File: src/rtl/lotr_pkg.sv
// Shared opcode and state types for the F2C MMIO path.
// Opcode encodings are fixed by the fabric and must match the responder side.
package lotr_pkg;

   typedef enum logic [1:0] {
      RD     = 2'd0,
      WR     = 2'd1,
      RD_RSP = 2'd2
   } t_opcode;

   typedef enum logic [1:0] {
      IDLE     = 2'd0,
      REQ      = 2'd1,
      WAIT_RSP = 2'd2,
      RSP      = 2'd3
   } t_f2c_init_state;

   localparam int F2C_INIT_TIMEOUT_DEF = 16;

endpackage

File: src/rtl/f2c_mmio_initiator.sv
// Single-outstanding F2C MMIO requester: request issued 1 cycle after core handshake, response to core 1 cycle after match.
// Core is stalled (CoreReqReadyQ500H=0) from acceptance until its response is taken; timeouts and stray responses are counted.
module f2c_mmio_initiator
   import lotr_pkg::*;
#(
   parameter int TIMEOUT_CYC = F2C_INIT_TIMEOUT_DEF,
   parameter int CNT_W       = 8
) (
   input  logic              QClk,
   input  logic              RstQnnnL,
   input  logic              CoreReqValidQ500H,
   output logic              CoreReqReadyQ500H,
   input  logic              CoreReqWrQ500H,
   input  logic [31:0]       CoreReqAddressQ500H,
   input  logic [31:0]       CoreReqDataQ500H,
   output logic              CoreRspValidQ501H,
   input  logic              CoreRspReadyQ501H,
   output logic [31:0]       CoreRspDataQ501H,
   output logic              CoreRspErrQ501H,
   output logic              F2C_ReqValidQ502H,
   output t_opcode           F2C_ReqOpcodeQ502H,
   output logic [31:0]       F2C_ReqAddressQ502H,
   output logic [31:0]       F2C_ReqDataQ502H,
   input  logic              F2C_RspValidQ500H,
   input  t_opcode           F2C_RspOpcodeQ500H,
   input  logic [31:0]       F2C_RspAddressQ500H,
   input  logic [31:0]       F2C_RspDataQ500H,
   output logic              Busy,
   output logic [CNT_W-1:0]  TimeoutCnt,
   output logic [CNT_W-1:0]  StrayRspCnt
);

   localparam logic [CNT_W-1:0] TIMEOUT_LAST = CNT_W'(TIMEOUT_CYC - 1);

   t_f2c_init_state  state;
   logic             wr_q;
   logic [31:0]      addr_q;
   logic [CNT_W-1:0] timer;

   logic             rsp_match;
   logic             rsp_consumed;
   logic             timeout_hit;
   logic             stray_rsp;

   function automatic logic [CNT_W-1:0] sat_inc(input logic [CNT_W-1:0] v);
      return (&v) ? v : v + CNT_W'(1);
   endfunction

   // Stores are also acknowledged with RD_RSP, so the opcode check is the same for both.
   assign rsp_match    = F2C_RspValidQ500H && (F2C_RspOpcodeQ500H == RD_RSP) &&
                         (F2C_RspAddressQ500H == addr_q);
   assign rsp_consumed = (state == WAIT_RSP) && rsp_match;
   assign timeout_hit  = (state == WAIT_RSP) && !rsp_match && (timer == TIMEOUT_LAST);
   assign stray_rsp    = F2C_RspValidQ500H && !rsp_consumed;

   always_ff @(posedge QClk or negedge RstQnnnL) begin
      if (!RstQnnnL) begin
         state               <= IDLE;
         wr_q                <= 1'b0;
         addr_q              <= '0;
         timer               <= '0;
         CoreReqReadyQ500H   <= 1'b1;
         CoreRspValidQ501H   <= 1'b0;
         CoreRspDataQ501H    <= '0;
         CoreRspErrQ501H     <= 1'b0;
         F2C_ReqValidQ502H   <= 1'b0;
         F2C_ReqOpcodeQ502H  <= RD;
         F2C_ReqAddressQ502H <= '0;
         F2C_ReqDataQ502H    <= '0;
         Busy                <= 1'b0;
      end else begin
         case (state)
            IDLE: begin
               if (CoreReqValidQ500H) begin
                  wr_q                <= CoreReqWrQ500H;
                  addr_q              <= CoreReqAddressQ500H;
                  F2C_ReqValidQ502H   <= 1'b1;
                  F2C_ReqOpcodeQ502H  <= CoreReqWrQ500H ? WR : RD;
                  F2C_ReqAddressQ502H <= CoreReqAddressQ500H;
                  F2C_ReqDataQ502H    <= CoreReqWrQ500H ? CoreReqDataQ500H : 32'h0;
                  CoreReqReadyQ500H   <= 1'b0;
                  Busy                <= 1'b1;
                  state               <= REQ;
               end
            end
            REQ: begin
               F2C_ReqValidQ502H   <= 1'b0;
               F2C_ReqOpcodeQ502H  <= RD;
               F2C_ReqAddressQ502H <= '0;
               F2C_ReqDataQ502H    <= '0;
               timer               <= '0;
               state               <= WAIT_RSP;
            end
            WAIT_RSP: begin
               timer <= timer + CNT_W'(1);
               // A match on the last timer cycle takes priority over the timeout.
               if (rsp_match) begin
                  CoreRspValidQ501H <= 1'b1;
                  CoreRspDataQ501H  <= wr_q ? 32'h0 : F2C_RspDataQ500H;
                  CoreRspErrQ501H   <= 1'b0;
                  state             <= RSP;
               end else if (timer == TIMEOUT_LAST) begin
                  CoreRspValidQ501H <= 1'b1;
                  CoreRspDataQ501H  <= 32'h0;
                  CoreRspErrQ501H   <= 1'b1;
                  state             <= RSP;
               end
            end
            RSP: begin
               if (CoreRspReadyQ501H) begin
                  CoreRspValidQ501H <= 1'b0;
                  CoreRspDataQ501H  <= 32'h0;
                  CoreRspErrQ501H   <= 1'b0;
                  CoreReqReadyQ500H <= 1'b1;
                  Busy              <= 1'b0;
                  state             <= IDLE;
               end
            end
            default: begin
               state <= IDLE;
            end
         endcase
      end
   end

   always_ff @(posedge QClk or negedge RstQnnnL) begin
      if (!RstQnnnL) begin
         TimeoutCnt  <= '0;
         StrayRspCnt <= '0;
      end else begin
         if (timeout_hit) TimeoutCnt  <= sat_inc(TimeoutCnt);
         if (stray_rsp)   StrayRspCnt <= sat_inc(StrayRspCnt);
      end
   end

endmodule

File: config.mk
export PLATFORM = sky130hd
export DESIGN_NAME = f2c_mmio_initiator
export DESIGN_NICKNAME = d
export VERILOG_FILES = /design/src/rtl/lotr_pkg.sv /design/src/rtl/f2c_mmio_initiator.sv
export SDC_FILE = /design/constraint.sdc
export NUM_CORES = 1
export LEC_CHECK = 0
export BUFFER_PORTS_ARGS = -buffer_cell sky130_fd_sc_hd__buf_2
export CAP_MARGIN = 20
export CORE_MARGIN = 3
export CORE_UTILIZATION = 54
export CTS_CLUSTER_SIZE = 30
export DETAILED_ROUTE_END_ITERATION = 7
export GPL_TIMING_DRIVEN = 0
export PLACE_DENSITY = 0.88
export REMOVE_ABC_BUFFERS = 1
export SYNTH_ARGS = -nofsm -noshare
export SYNTH_HDL_FRONTEND = slang
export SYNTH_SLANG_ARGS = --single-unit
File: constraint.sdc
create_clock -name QClk -period 5.9 [get_ports QClk]
set_input_delay 0.59 -clock QClk [delete_from_list [all_inputs] [get_ports QClk]]
set_output_delay 0.59 -clock QClk [all_outputs]
set_load 0.03 [all_outputs]
* Yosys cells after proc, flatten, opt, wreduce, memory -nomap -nowiden
Cells that the tools add are included.
** Word-level totals
- Latch bits :: 0
- Input bits :: 136
- Logic and storage cells :: 82
- ROM bits :: 0
- Register bits :: 162
- Output and inout bits :: 119
- Memories :: 0
- Bits in writable memories :: 0
** Operators by class
- Add/subtract/negate cells :: 3
- Eq/ne operators :: 9
- Bitwise gates (word level) :: 2
- Order comparisons :: 0
- Div/mod/pow operators :: 0
- Shift-type cells :: 0
- Mux-type cells :: 31
- Reductions and logical operators :: 22
- Multipliers :: 0
** Operators by type and width (number)
- two-way mux 32 bit :: 7
- one-hot mux 32 bit (2 select lines) :: 3
- equality test 32 bit :: 1
- adder 8 x 1 -> 8 bit (second input constant) :: 3
- one-hot mux 8 bit (2 select lines) :: 1
- AND reduction 8 bit :: 2
- two-way mux 2 bit :: 5
- one-hot mux 1 bit (2 select lines) :: 5
- AND reduction 3 bit :: 3
- equality test 8 x 4 -> 1 bit (second input constant) :: 1
- two-way mux 1 bit :: 8
- one-hot mux 2 bit (4 select lines) :: 1
- AND reduction 2 bit :: 4
- nonzero test 2 bit :: 4
- equality test 2 bit (second input constant) :: 3
- logical AND 1 bit :: 6
- inequality test 2 bit (second input constant) :: 2
- one-hot mux 2 bit (2 select lines) :: 1
- inequality test 3 x 2 -> 1 bit (second input constant) :: 1
- equality test 2 x 1 -> 1 bit (second input constant) :: 1
- zero test 1 bit :: 2
- zero test 2 bit :: 1
- inverter 1 bit :: 2

* Logic depth before layout (Yosys ltp)
- Word-level depth :: 7
- Gate-level depth with buffers :: 9
- Depth with buffers taken out :: 7

* Worst setup path after synthesis
OpenSTA, ideal clock, no wires.
- Path kind :: input -> register
- Start point :: in F2C_RspAddressQ500H[17]
- End point :: reg CoreRspDataQ501H[10]
- Stages on the path :: 8
- Buffers on the path :: 2
- Data required time :: 5.821 ns
- Library setup time :: 0.079 ns
- Slack :: 3.572 ns
- Arrival time :: 2.249 ns
- Cell sequence :: xor2_1 -> nor4_1 -> nand4_2 -> nor4_4 -> o21a_1 -> buf_4 -> buf_12 -> mux2i_1
** On the way
- Word-level cells in the longest chain between the ends :: 4
- Elaborated cells between the ends (all ways) :: 6
- Those cells by class :: 2 x eq/ne; 2 x mux; 2 x reduce/logical
** RTL lines
- from (decl) :: line f2c_mmio_initiator.sv:26 : input logic [31:0] F2C_RspAddressQ500H,
- equality test 32 bit (*) :: line f2c_mmio_initiator.sv:51 : (F2C_RspAddressQ500H == addr_q);
- logical AND 1 bit (*) :: line f2c_mmio_initiator.sv:50 : assign rsp_match = F2C_RspValidQ500H && (F2C_RspOpcodeQ500H == RD_RSP) &&
- inequality test 3 x 2 -> 1 bit (no source line) or two-way mux 32 bit (tied branches)
- AND reduction 3 bit (no source line) or one-hot mux 32 bit (2 select lines) (tied branches)
- to (signal assigned) :: line f2c_mmio_initiator.sv:99 : CoreRspDataQ501H <= wr_q ? 32'h0 : F2C_RspDataQ500H;
- to (decl) :: line f2c_mmio_initiator.sv:18 : output logic [31:0] CoreRspDataQ501H,
Every way passes the cells marked *; elsewhere a longest branch is shown, timed or not.
A chain may end at the register's enable or synchronous reset.

* Final worst setup path
- Start point :: reg state[1]
- End point :: reg state[1]
** On the way
- Word-level cells in the longest chain between the ends :: 3
- Elaborated cells between the ends (all ways) :: 9
- Those cells by class :: 6 x eq/ne; 1 x mux; 2 x reduce/logical
** RTL lines
- from (decl) :: line f2c_mmio_initiator.sv:35 : t_f2c_init_state state;
- from (signal assigned) :: line f2c_mmio_initiator.sv:58 : state <= IDLE;
- from (signal assigned) :: line f2c_mmio_initiator.sv:83 : state <= REQ;
- from (signal assigned) :: line f2c_mmio_initiator.sv:92 : state <= WAIT_RSP;
- equality test 2 bit or zero test 2 bit (tied branches) :: line f2c_mmio_initiator.sv:72 : case (state)
- inequality test 3 x 2 -> 1 bit (no source line) or inequality test 2 bit (tied branches)
- AND reduction 3 bit (no source line)
Several ways; a longest one is shown, not always the timed one.

==> impl_metrics.ini <==
[timing]
hold_viol_final = 0
slew_headroom_pct = 39.1
setup_viol = 0
setup-tns-final_ns = 0
worstMarginPinSlew_ns = 0.912
rsz0062_at_grt = no
finalCritPeriodShare_pct = 50.4
timing.fmax_mhz = 336
setup_slack_ns = 2.92
fin_crit_ns = 2.98
fin_skew_ns = 0.00815
slew_violations = 0

[synthesis]
synthCells = 713
synthArstFlopShare_pct = 100
synth_most_common_cell = nand2_1
synth-seq-cells = 161
synth_edf_count = 0
synth_warnings = 0
ys.flop_type = dfrtp_1
synth_top_area_share_pct = 54.9
avgSynthCellArea_um2 = 10.2
synthTopCellsByCount = 184 x nand2_1, 160 x dfrtp_1, 44 x o21ai_0, 38 x inv_1, 34 x mux2i_1
synth.area.top_cells = dfrtp_1 55%, nand2_1 9.5%, mux2i_1 4.7%
yosysTopAreaCell = dfrtp_1
syn_area_um2 = 7290
yosysSeqAreaShare_pct = 55.3
synth_cell_type_count = 50

[drt]
first_iter_violations = 422
vias = 6172
drtPass1Iterations = 5
ant_nets = 0
routedWlPerCell_um = 16.9
drc = 0
totalWireLength_um = 19200
routed_via_density = 5.43

[clock_tree]
path_clk_slew_ns = 0.06
root_buffer = clkbuf_16
cts_tree = built
cts_inserted_buffers = 17
post_cts_resized = 0
cts.sinks = 161
cts.htree.levels = 4
cts_buffer_depth = 2
clk_latency_ns = 0.42
cts_setup_buffers = 0
cts_hold_buf = 0

[floorplan]
dieArea_um2 = 14900
die_w_um = 122
core_um2 = 12900
start_util_pct = 56.4
io_pins = 255
die_h_um = 122
rows = 41

[finish]
diodes = 0
area_growth_pct = 28.8
finish.net_count = 1098
final_area_um2 = 9390
fin_cells = 1137
drive_gt1_share_pct = 31.9

[worst_setup_path]
worstPathArrival_ns = 3.31
endpoint_kind = register
crit_slowest_cell = nor2_4
path_cells = inv_1, ha_1, clkinv_1, buf_16, nor2_4, nor2_1, o21ai_0, mux2i_1
path_class = register to register
critPathMaxStageDelay_ns = 0.72
crit_required_ns = 6.23
start_kind = register
cp_max_fo = 34

[place]
place_inst = 1108
portBuffers = 253
gp_congestion = 0.809
dpl_cell_area_um2 = 8800
dp_slack_ns = 2.81
dp.final_hpwl_um = 14000

[global_route]
grt_usage_pct = 25.8
grt_pass1_vias = 6099
grt_start_max_net_pins = 87
grt_pass1_wl_um = 30100
antenna_found_initial = 1
overflow = 0

[hold_path]
hp-class = input pin to asynchronous set/reset pin

[power_and_ir_drop]
peakVddDrop_v = 0.000316
p_leak_nw = 4.85
p_per_area_nw_per_um2 = 499

[run_status]
outcome = completed

[job]
maxCapViolations = 0
-- layout by cell type, fill, tap and decap left out, types with 2 or more instances in the layout --
master / count
buf_2: 252
nand2_1: 184
dfrtp_1: 160
o21ai_0: 44
inv_1: 38
mux2i_1: 34
a22o_1: 33
a22oi_1: 32
xor2_1: 26
xnor2_1: 18
clkbuf_16: 17
nor2_1: 14
nand3_1: 9
nand4_1: 8
and3_1: 8
ha_1: 7
nand2b_1: 5
nor4_1: 4
nor3_1: 4
clkinvlp_4: 4
buf_16: 4
nor4_2: 3
and4_1: 3
a21oi_1: 3
mux2_2: 3
nor3b_1: 3
bufinv_16: 3
buf_6: 3
or4_1: 2
nor4_4: 2
o31ai_1: 2
clkbuf_8: 2
buf_8: 2
buf_12: 2
-- worst paths after layout --
path	endpoint	slack, ns	depth (start not counted)	from
max	state[1]	2.92	8	state[1]
min	CoreRspDataQ501H[18]	0.13	1	RstQnnnL
max reg2reg	state[1]	2.92	8	state[1]
min reg2reg	F2C_ReqOpcodeQ502H[0]	0.47	1	F2C_ReqOpcodeQ502H[0]
max in group asynchronous	addr_q[7]	4.94	2	RstQnnnL
min in group QClk	addr_q[14]	0.38	3	CoreReqAddressQ500H[14]
-- state kept, by name (all words and copies together), names as in the netlist --
signal / flops
CoreRspDataQ501H: 32
F2C_ReqDataQ502H: 32
wr_q: 1
CoreRspErrQ501H: 1
F2C_ReqOpcodeQ502H: 1
addr_q: 32
Busy: 1
CoreRspValidQ501H: 1
CoreReqReadyQ500H: 1
F2C_ReqAddressQ502H: 32
F2C_ReqValidQ502H: 1
StrayRspCnt: 8
state: 2
TimeoutCnt: 8
timer: 8
-- power by group --
| part | switching (mW) | internal (mW) | total [mW] |
|---|---|---|---|
| Combinational | 1.24 | 0.689 | 1.92 |
| Clock | 0.422 | 0.681 | 1.10 |
| Sequential | 0.225 | 1.44 | 1.66 |
-- kinds of logic (layout without fill, tap and decap cells) --
family                     after synthesis  count (layout)  share of synthesized area (%)
other                                    1               1                         0.0514
buffers and inverters                   79             331                           4.89
and+or+nand+nor                        261             261                           16.6
DFF                                    161             161                           55.3
xor gates and xnor gates                44              44                           5.28
adders and majority gates                7               7                           1.20
muxes                                   38              38                           5.28
AOI/OAI and AO/OA                      122             122                           11.4
-- metrics by stage --
step                hold slack [ns]  utilization [%]  power, mW
finish                        0.129             72.6       4.69
global placement              0.455             66.2       3.45
global route                  0.169             72.6       4.95
CTS                           0.143             72.6       4.71
detailed placement            0.460             68.1       3.60
floorplan                     0.294                -       2.92
-- worst max-delay path, delay by kind of cell, from the launching register on --
family,cells,cell delay [ns]
compound gates,1,0.17
fa+ha+maj,1,0.23
buf+inv,3,1.04
flops,1,0.40
mux,1,0.23
simple gates,2,0.80
-- metal layers --
layer / wire [µm] / global-route usage [%] / vias to the layer above
met5: 13 / 0 / -
met2: 9700 / 41.9 / 238
met3: 1310 / 6.36 / 44
li1: - / - / 2893
met1: 7640 / 32.5 / 2995
met4: 565 / 11.8 / 2
-- cell type report --
type                            instances  area [µm²]
Sequential cell                       161        4030
Tap cell                              172         215
Clock inverter                          9         134
Timing Repair Buffer                  263        1480
Inverter                               39         146
Fill cell                             931        3540
Clock buffer                           20         457
Multi-Input combinational cell        473        2930
Note: power is estimated with default switching activity, not from simulation.
